--- config.mk ---
export PLATFORM = sky130hd
export DESIGN_NAME = approx_dot_accum_flat
export DESIGN_NICKNAME = d
export VERILOG_FILES = /design/src/rtl/approx_pkg.sv /design/src/rtl/approx_dot_accum_if.sv /design/src/rtl/sat_add.sv /design/src/rtl/approx_dot_accum.sv /design/src/flat_wrapper.sv
export SDC_FILE = /design/constraint.sdc
export NUM_CORES = 1
export LEC_CHECK = 0
export ABC_AREA = 1
export CORE_MARGIN = 5
export CORE_UTILIZATION = 45
export DETAILED_ROUTE_END_ITERATION = 7
export MAX_ROUTING_LAYER = met4
export PLACE_DENSITY = 0.7
export SLEW_MARGIN = 40
export SYNTH_ARGS = -nofsm -noshare
export SYNTH_HDL_FRONTEND = slang
export SYNTH_SLANG_ARGS = --single-unit
--- constraint.sdc ---
create_clock -name clk -period 3.8 [get_ports clk]
set_clock_uncertainty 0.1 [all_clocks]
set_input_delay 1.14 -clock clk [delete_from_list [all_inputs] [get_ports clk]]
set_output_delay 1.14 -clock clk [all_outputs]
set_load 0.01 [all_outputs]
--- src/rtl/approx_pkg.sv ---
// Shared state encoding and default widths for the approximate dot-product accumulator.
package approx_pkg;

    localparam int PW = 16;
    localparam int AW = 24;
    localparam int LW = 8;

    typedef enum logic [1:0] {
        IDLE  = 2'd0,
        ACCUM = 2'd1,
        DONE  = 2'd2
    } state_t;

endpackage

--- src/rtl/approx_dot_accum_if.sv ---
// Handshake bundle between the product source, the accumulator and the result sink.
interface approx_dot_accum_if #(
    parameter int PW = approx_pkg::PW,
    parameter int AW = approx_pkg::AW,
    parameter int LW = approx_pkg::LW
);

    logic          start;
    logic [LW-1:0] len;
    logic          in_valid;
    logic [PW-1:0] in_p;
    logic          in_ready;
    logic          out_valid;
    logic          out_ready;
    logic [AW-1:0] out_acc;
    logic          out_sat;
    logic          busy;

    modport slave (
        input  start, len, in_valid, in_p, out_ready,
        output in_ready, out_valid, out_acc, out_sat, busy
    );

    modport master (
        output start, len, in_valid, in_p, out_ready,
        input  in_ready, out_valid, out_acc, out_sat, busy
    );

endinterface

--- src/rtl/sat_add.sv ---
// Signed accumulate step: AW-bit acc plus sign-extended PW-bit product, AW+1 bits wide.
// APPROX_DOT_ACCUM_SAT_EN selects clamping on overflow; otherwise the sum wraps.
module sat_add #(
    parameter int PW = 16,
    parameter int AW = 24
) (
    input  logic [AW-1:0] a,
    input  logic [PW-1:0] b,
    output logic [AW-1:0] sum,
    output logic          ovf
);

    logic [AW:0] wide;

    assign wide = {a[AW-1], a} + {{(AW+1-PW){b[PW-1]}}, b};
    assign ovf  = wide[AW] ^ wide[AW-1];

`ifdef APPROX_DOT_ACCUM_SAT_EN
    always_comb begin
        sum = wide[AW-1:0];
        if (ovf) begin
            sum = wide[AW] ? {1'b1, {(AW-1){1'b0}}}
                           : {1'b0, {(AW-1){1'b1}}};
        end
    end
`else
    assign sum = wide[AW-1:0];
`endif

endmodule

--- src/rtl/approx_dot_accum.sv ---
// Accumulates len signed products into a signed result with valid/ready on both sides.
// APPROX_DOT_ACCUM_SAT_EN enables saturating adds and the sticky out_sat flag.
module approx_dot_accum
    import approx_pkg::*;
#(
    parameter int PW = approx_pkg::PW,
    parameter int AW = approx_pkg::AW,
    parameter int LW = approx_pkg::LW
) (
    input logic              clk,
    input logic              rst_n,
    approx_dot_accum_if.slave bus
);

    state_t        state;
    logic [LW-1:0] len_q;
    logic [LW-1:0] count;
    logic [AW-1:0] acc;
    logic          sat;
    logic          in_ready;
    logic          out_valid;
    logic          busy;

    logic [AW-1:0] sum;
    logic          ovf;
    logic          sat_hit;
    logic          last;

    sat_add #(
        .PW(PW),
        .AW(AW)
    ) u_add (
        .a  (acc),
        .b  (bus.in_p),
        .sum(sum),
        .ovf(ovf)
    );

`ifdef APPROX_DOT_ACCUM_SAT_EN
    assign sat_hit = ovf;
`else
    // Wrapping build: overflow never sets the sticky flag.
    assign sat_hit = 1'b0;
    wire unused_ovf = ovf;
`endif

    assign last = (count + LW'(1)) == len_q;

    always_ff @(posedge clk or negedge rst_n) begin
        if (!rst_n) begin
            state     <= IDLE;
            len_q     <= '0;
            count     <= '0;
            acc       <= '0;
            sat       <= 1'b0;
            in_ready  <= 1'b0;
            out_valid <= 1'b0;
            busy      <= 1'b0;
        end else begin
            unique case (state)
                IDLE: begin
                    if (bus.start) begin
                        len_q <= bus.len;
                        acc   <= '0;
                        count <= '0;
                        sat   <= 1'b0;
                        busy  <= 1'b1;
                        if (bus.len == '0) begin
                            state     <= DONE;
                            out_valid <= 1'b1;
                        end else begin
                            state    <= ACCUM;
                            in_ready <= 1'b1;
                        end
                    end
                end
                ACCUM: begin
                    if (bus.in_valid) begin
                        acc   <= sum;
                        count <= count + LW'(1);
                        sat   <= sat | sat_hit;
                        if (last) begin
                            state     <= DONE;
                            in_ready  <= 1'b0;
                            out_valid <= 1'b1;
                        end
                    end
                end
                DONE: begin
                    if (bus.out_ready) begin
                        state     <= IDLE;
                        out_valid <= 1'b0;
                        busy      <= 1'b0;
                    end
                end
                default: begin
                    state     <= IDLE;
                    in_ready  <= 1'b0;
                    out_valid <= 1'b0;
                    busy      <= 1'b0;
                end
            endcase
        end
    end

    assign bus.in_ready  = in_ready;
    assign bus.out_valid = out_valid;
    assign bus.out_acc   = acc;
    assign bus.out_sat   = sat;
    assign bus.busy      = busy;

endmodule

--- src/flat_wrapper.sv ---
// flat-port wrapper written by rule: the top's interface ports become plain ports
module approx_dot_accum_flat import approx_pkg::*;
#(
    parameter int PW = approx_pkg::PW,
    parameter int AW = approx_pkg::AW,
    parameter int LW = approx_pkg::LW
)
  (clk, rst_n, bus_start, bus_len, bus_in_valid, bus_in_p, bus_out_ready, bus_in_ready, bus_out_valid, bus_out_acc, bus_out_sat, bus_busy);
  approx_dot_accum_if #(.PW(PW), .AW(AW), .LW(LW)) bus_i ();
  input logic clk;
  input logic rst_n;
  input wire logic [$bits(bus_i.start)-1:0] bus_start;
  input wire logic [$bits(bus_i.len)-1:0] bus_len;
  input wire logic [$bits(bus_i.in_valid)-1:0] bus_in_valid;
  input wire logic [$bits(bus_i.in_p)-1:0] bus_in_p;
  input wire logic [$bits(bus_i.out_ready)-1:0] bus_out_ready;
  output wire logic [$bits(bus_i.in_ready)-1:0] bus_in_ready;
  output wire logic [$bits(bus_i.out_valid)-1:0] bus_out_valid;
  output wire logic [$bits(bus_i.out_acc)-1:0] bus_out_acc;
  output wire logic [$bits(bus_i.out_sat)-1:0] bus_out_sat;
  output wire logic [$bits(bus_i.busy)-1:0] bus_busy;
  assign bus_i.start = bus_start;
  assign bus_i.len = bus_len;
  assign bus_i.in_valid = bus_in_valid;
  assign bus_i.in_p = bus_in_p;
  assign bus_i.out_ready = bus_out_ready;
  assign bus_in_ready = bus_i.in_ready;
  assign bus_out_valid = bus_i.out_valid;
  assign bus_out_acc = bus_i.out_acc;
  assign bus_out_sat = bus_i.out_sat;
  assign bus_busy = bus_i.busy;
  approx_dot_accum #(.PW(PW), .AW(AW), .LW(LW)) u_core (.clk(clk), .rst_n(rst_n), .bus(bus_i));
endmodule
---- After elaboration in Yosys (flattened, before gate mapping) ----
Index checks and enable logic that the tools add are counted.
word-level totals
  word-level logic and storage cells ...... 54
  output and inout bits ................... 28
  input bits .............................. 29
  register bits ........................... 45
cells by class
  equality and inequality tests ........... 9
  multiplexer cells ....................... 25
  bitwise gates (word level) .............. 2
  reduce and logical (&&, ||, !) cells .... 9
  $add $sub $neg .......................... 2
operators by type and width
  kind                                                   count
  2-to-1 mux 24 bit                                      2
  case mux 24 bit (2 select lines)                       1
  adder 24 x 16 -> 24 bit                                1
  2-to-1 mux 8 bit                                       2
  case mux 8 bit (2 select lines)                        1
  2-to-1 mux 1 bit                                       10
  2-to-1 mux 2 bit                                       5
  AND reduction 5 bit                                    2
  case mux 1 bit (3 select lines)                        3
  adder 8 x 1 -> 8 bit, second input constant            1
  == test 8 bit                                          1
  zero test 8 bit                                        1
  inequality test 2 bit, second input constant           4
  case mux 2 bit (3 select lines)                        1
  AND reduction 3 bit                                    2
  inequality test 2 x 1 -> 1 bit, second input constant  2
  AND reduction 4 bit                                    1
  == test 2 x 1 -> 1 bit, second input constant          1
  == test 2 bit, second input constant                   1
  zero test 2 bit                                        1
  NOT 1 bit                                              2
  AND reduction 2 bit                                    1
  nonzero test 2 bit                                     1

---- Longest topological paths before layout ----
  depth in word-level cells ............... 5
  mapped depth ............................ 14
  gate-level depth less buffers ........... 14

---- By module ----
From an unflattened synthesis, not the netlist that was laid out.
second synthesis, totals
  cell total of the unflattened synthesis .. 588
  area total of the unflattened synthesis .. 3,871.2 sq um
modules (own cells, without submodules)
  module            area each (sq um)  sequential area each (sq um)  cells each  times used
  approx_dot_accum  2,205.9            1,126.1                       274         1
  sat_add           1,665.3            0.0                           314         1

---- Least setup slack after synthesis ----
No wires, ideal clock.
  kind .................................... input -> register
  start ................................... input bus_in_p[0]
  end ..................................... register u_core.acc[22] (netlist: u_core.bus.out_acc[22])
  buffers on the path ..................... 0
  required time ........................... 3.583 ns
  cell stages on the path ................. 12
  data arrival time ....................... 2.460 ns
  setup time .............................. 0.117 ns
  path slack .............................. 1.123 ns
  path through ............................ ha_1 fa_1 nand3_1 nand2_1 nand2_1 nand2_1 nand3_1 nand2_1 nand2_1 nand3_1 nand3_1 nand2_1
on the way
  cells in the longest elaborated chain, start to end .. 3
ends and longest elaborated chain
  item                              RTL line                source
  from (decl)                       flat_wrapper.sv:15      input wire logic [$bits(bus_i.in_p)-1:0] bus_in_p;
  adder 24 x 16 -> 24 bit           sat_add.sv:15           assign wide = {a[AW-1], a} + {{(AW+1-PW){b[PW-1]}}, b};
  2-to-1 mux 24 bit                 approx_dot_accum.sv:78  if (bus.in_valid) begin
  case mux 24 bit (2 select lines)  approx_dot_accum.sv:60  unique case (state)
  to (signal assigned)              approx_dot_accum.sv:79  acc <= sum;
  to (decl)                         approx_dot_accum.sv:18  logic [AW-1:0] acc;
No other way between the ends. The select of a mux whose other input is x is not followed.
A chain may end at the register's enable or synchronous reset.

---- Final worst setup path ----
  start ................................... input bus_in_p[15]
  end ..................................... register u_core.acc[23] (netlist: u_core.bus.out_acc[23])
Same word-level chain as after synthesis.

==> summary.md <==
| Metric | Value |
|---|---|
| Internal power | 1600 µW |
| #FFs+latches synth | 45 |
| Global route total overflow | 0 |
| Tmin final | 3180 ps |
| Comb pwr share | 60.5% |
| Initial Utilization | 45.8% |
| Register area share after synthesis | 34.3% |
| Clock Sinks | 45 |
| Worst slew pin tran | 585 ps |
| # Post-CTS Setup Buffers | 0 |
| Synth Flop Type | dfrtp_1 |
| Clock Pin Slew Worst Setup and Hold Paths | 90 ps |
| Rel. slew slack | 61.0% |
| Layout cells sized above 1 | 5.48% |
| Vias in the first global route | 3290 |
| Met3 Use GR | 3.55% |
| DRT iter0 DRCs | 129 |
| Clock Tree Buf Depth | 2 |
| Largest net degree at the start of global routing | 27 |
| Critical Path End | u_core.bus.out_acc[23] |
| Setup violators final | 0 |
| Status | completed |
| Pre-CTS WS | 359 ps |
| Post-Route Setup TNS | 0 ps |
| M2 GR Usage | 35.4% |
| Peak VDD IR | 0.346 mV |
| ANT nets after route | 0 |
| GPL Wtd Cong | 1.00 |
| Final Max Slew Viols | 0 |
| Clock power frac | 11.3% |
| Pwr dens | 741 nW/µm² |
| Period utilisation layout | 83.6% |
| Pre-antenna DRT Iters | 4 |
| Critical path type | input pin to register |
| Crit path capture type | register |
| Ys Warns | 0 |
| Final Routed Wirelength | 8.66 mm |
| Net Sw Power | 1400 µW |
| PortBufs | 55 |
| Crit-path max FO | 9 |
| Worst skew pair latency | 300 ps |
| Synthesized Nets | 523 |
| Clock Tree Root | clkbuf_8 |
| Total number of vias | 3283 |
| Final hold viol count | 0 |
| Yosys top cell area share | 34.3% |
| Most frequent cell after synthesis | nand2_1 |
| Fmax | 0.315 GHz |
| CTS tree | done |
| Core area | 7180 µm² |
| Gates resized, CTS repair | 0 |
| Worst-case reg-to-reg path depth | 13 |
| Multi-input gate area | 1990 µm² |
| Synth top area cells | dfrtp_1, nand2_1, ha_1, a21oi_1, nand3_1 |
| Routed len/inst | 13.8 µm |
| Fillers | 693 |
| CP Launch Type | input pin |
| Critical Path AT | 3280 ps |
| Via/cell ratio | 5.23 |
| GR Util met1 | 24.1% |
| Req. time, crit path | 3900 ps |
| Leak Pwr | 0.00198 µW |
| Antenna violations before repair | 0 |
| Post-synthesis async set-or-reset flop share | 100% |
| RSZ-0062 raised after global routing | no |
| H-tree depth | 2 |
| Cts bufs inserted | 5 |
| Cell count after synthesis | 469 |
| Nets@finish | 582 |
| CP startpoint | bus_in_p[15] |
| # diodes | 0 |
| Hold buffers post-CTS | 0 |
| Die Height | 95.5 µm |
| Sequential power share | 28.2% |
| Die W | 95.5 µm |
| Max cap viols | 0 |
| Synth cell count leaders | nand2_1, dfrtp_1, nor2_1, a21oi_1, nand3_1 |
| Synthesized area per cell | 7.01 µm² |
| First-pass GRT wire length | 14.6 mm |
| Synth unique cells | 31 |
| HP Class | register to register |
| # IOs | 57 |
| Register area | 1130 µm² |
| Gr usage total | 20.7% |
| Reg2reg start | u_core.bus.out_acc[0] |
| Num rows | 31 |
| GRT busiest layer | met2 |
| DPL Wire Length | 6.59 mm |
| Post-synth EDFFs | 0 |
| Worst setup margin | 624 ps |
| Layout area overhead | 23.2% |
| Yosys top cell by area | dfrtp_1 |
| Synthesized area | 3290 µm² |
| Switching part of the total | 46.8% |
| Worst R2R End | u_core.bus.out_acc[18] |
| Flop-to-flop setup slack | 1570 ps |
| Die area | 9110 µm² |
| Remaining DRCs | 0 |
[sequential cells by signal, summed over array words and instances (netlist names)]
signal,cells
u_core.state,2
u_core.bus.in_ready,1
u_core.bus.busy,1
u_core.len_q,8
u_core.bus.out_valid,1
u_core.count,8
u_core.bus.out_acc,24
[cells by family (layout without fill, tap and decap cells)]
logic type               after synthesis  in the layout  synth area share (%)
AO/OA/AOI/OAI                         87             87                  14.1
XOR/XNOR                               7              7                  1.87
adder cells (fa/ha/maj)               25             25                  9.75
buffers and inverters                 44            104                  5.25
flip-flops                            45             45                  34.3
multiplexers                           2              2                 0.685
other                                  1              1                 0.114
AND/OR/NAND/NOR                      258            258                  34.0
[per-stage QoR]
stage | hold WS, ps | area [µm²] | total power, µW | instances | utilization (%)
detailed placement | 363 | 3950 | 2660 | 620 | 55.0
global placement | 357 | 3950 | 2630 | 620 | 55.0
global route | 417 | 4050 | 3270 | 628 | 56.4
floorplan | 355 | 3290 | 2020 | 469 | -
CTS | 385 | 4050 | 3010 | 628 | 56.4
finish | 381 | 4050 | 3000 | 628 | 56.4
[worst max-delay path, cell delays in order]
cell	delay (ps)
clkdlybuf4s50_1	640
ha_1	480
nand2_1	130
nor2_1	170
inv_1	80
nor4_1	290
a21o_1	180
nand2_1	50
nand3_1	70
nand2_1	50
[how the worst min path moves through the flow]
stage | startpoint | to | slack [ps] | depth (start not counted)
finish | u_core.bus.in_ready | u_core.bus.in_ready | 380 | 2
detailed placement | u_core.bus.in_ready | u_core.bus.in_ready | 360 | 2
CTS | u_core.bus.in_ready | u_core.bus.in_ready | 380 | 2
global route | u_core.bus.in_ready | u_core.bus.in_ready | 420 | 2
floorplan | u_core.len_q[6] | u_core.len_q[6] | 360 | 2
global placement | u_core.bus.in_ready | u_core.bus.in_ready | 360 | 2
[cell usage in the layout (no fill, tap or decap)]
cell / count
nor2_1: 43
o21ai_1: 6
nand2_1: 146
a21oi_1: 37
inv_2: 3
conb_1: 1
nor3_1: 5
clkbuf_8: 7
nand2_4: 1
xnor2_1: 5
clkinv_2: 1
nor4_1: 4
fa_1: 1
nand2_2: 7
nor2_2: 1
ha_1: 24
o31ai_1: 1
xor2_1: 2
mux2_2: 2
a211oi_1: 2
o21a_1: 1
nand4_1: 6
o22ai_1: 2
o21ai_0: 32
dfrtp_1: 45
clkdlybuf4s50_1: 54
nand3b_1: 6
nand3_1: 36
buf_2: 1
buf_4: 3
nor2_4: 3
a21o_1: 6
inv_1: 35
[metal layers]
| layer | up-vias | share of wire (%) |
|---|---|---|
| met2 | 97 | 48 |
| met3 | 21 | 5.1 |
| met4 | 0 | 2.4 |
| met5 | - | 0 |
| met1 | 1482 | 45 |
| li1 | 1683 | - |
[cell type report]
type                       instances  area share, %
clock inverter                     1          0.124
inverter                          38           3.52
tap                               99           3.06
sequential                        45           27.8
multi-input combinational        380           49.1
timing repair buffer              58           14.0
clock buffer                       7           2.38
[power by group through the flow]
stage | combinational [µW] | clock, µW | sequential, µW
floorplan | 1140 | 0 | 882
global placement | 1780 | 0 | 848
detailed placement | 1800 | 0 | 854
CTS | 1820 | 352 | 846
global route | 2030 | 371 | 869
finish | 1820 | 340 | 847
Power figures use the tool's default switching activity.
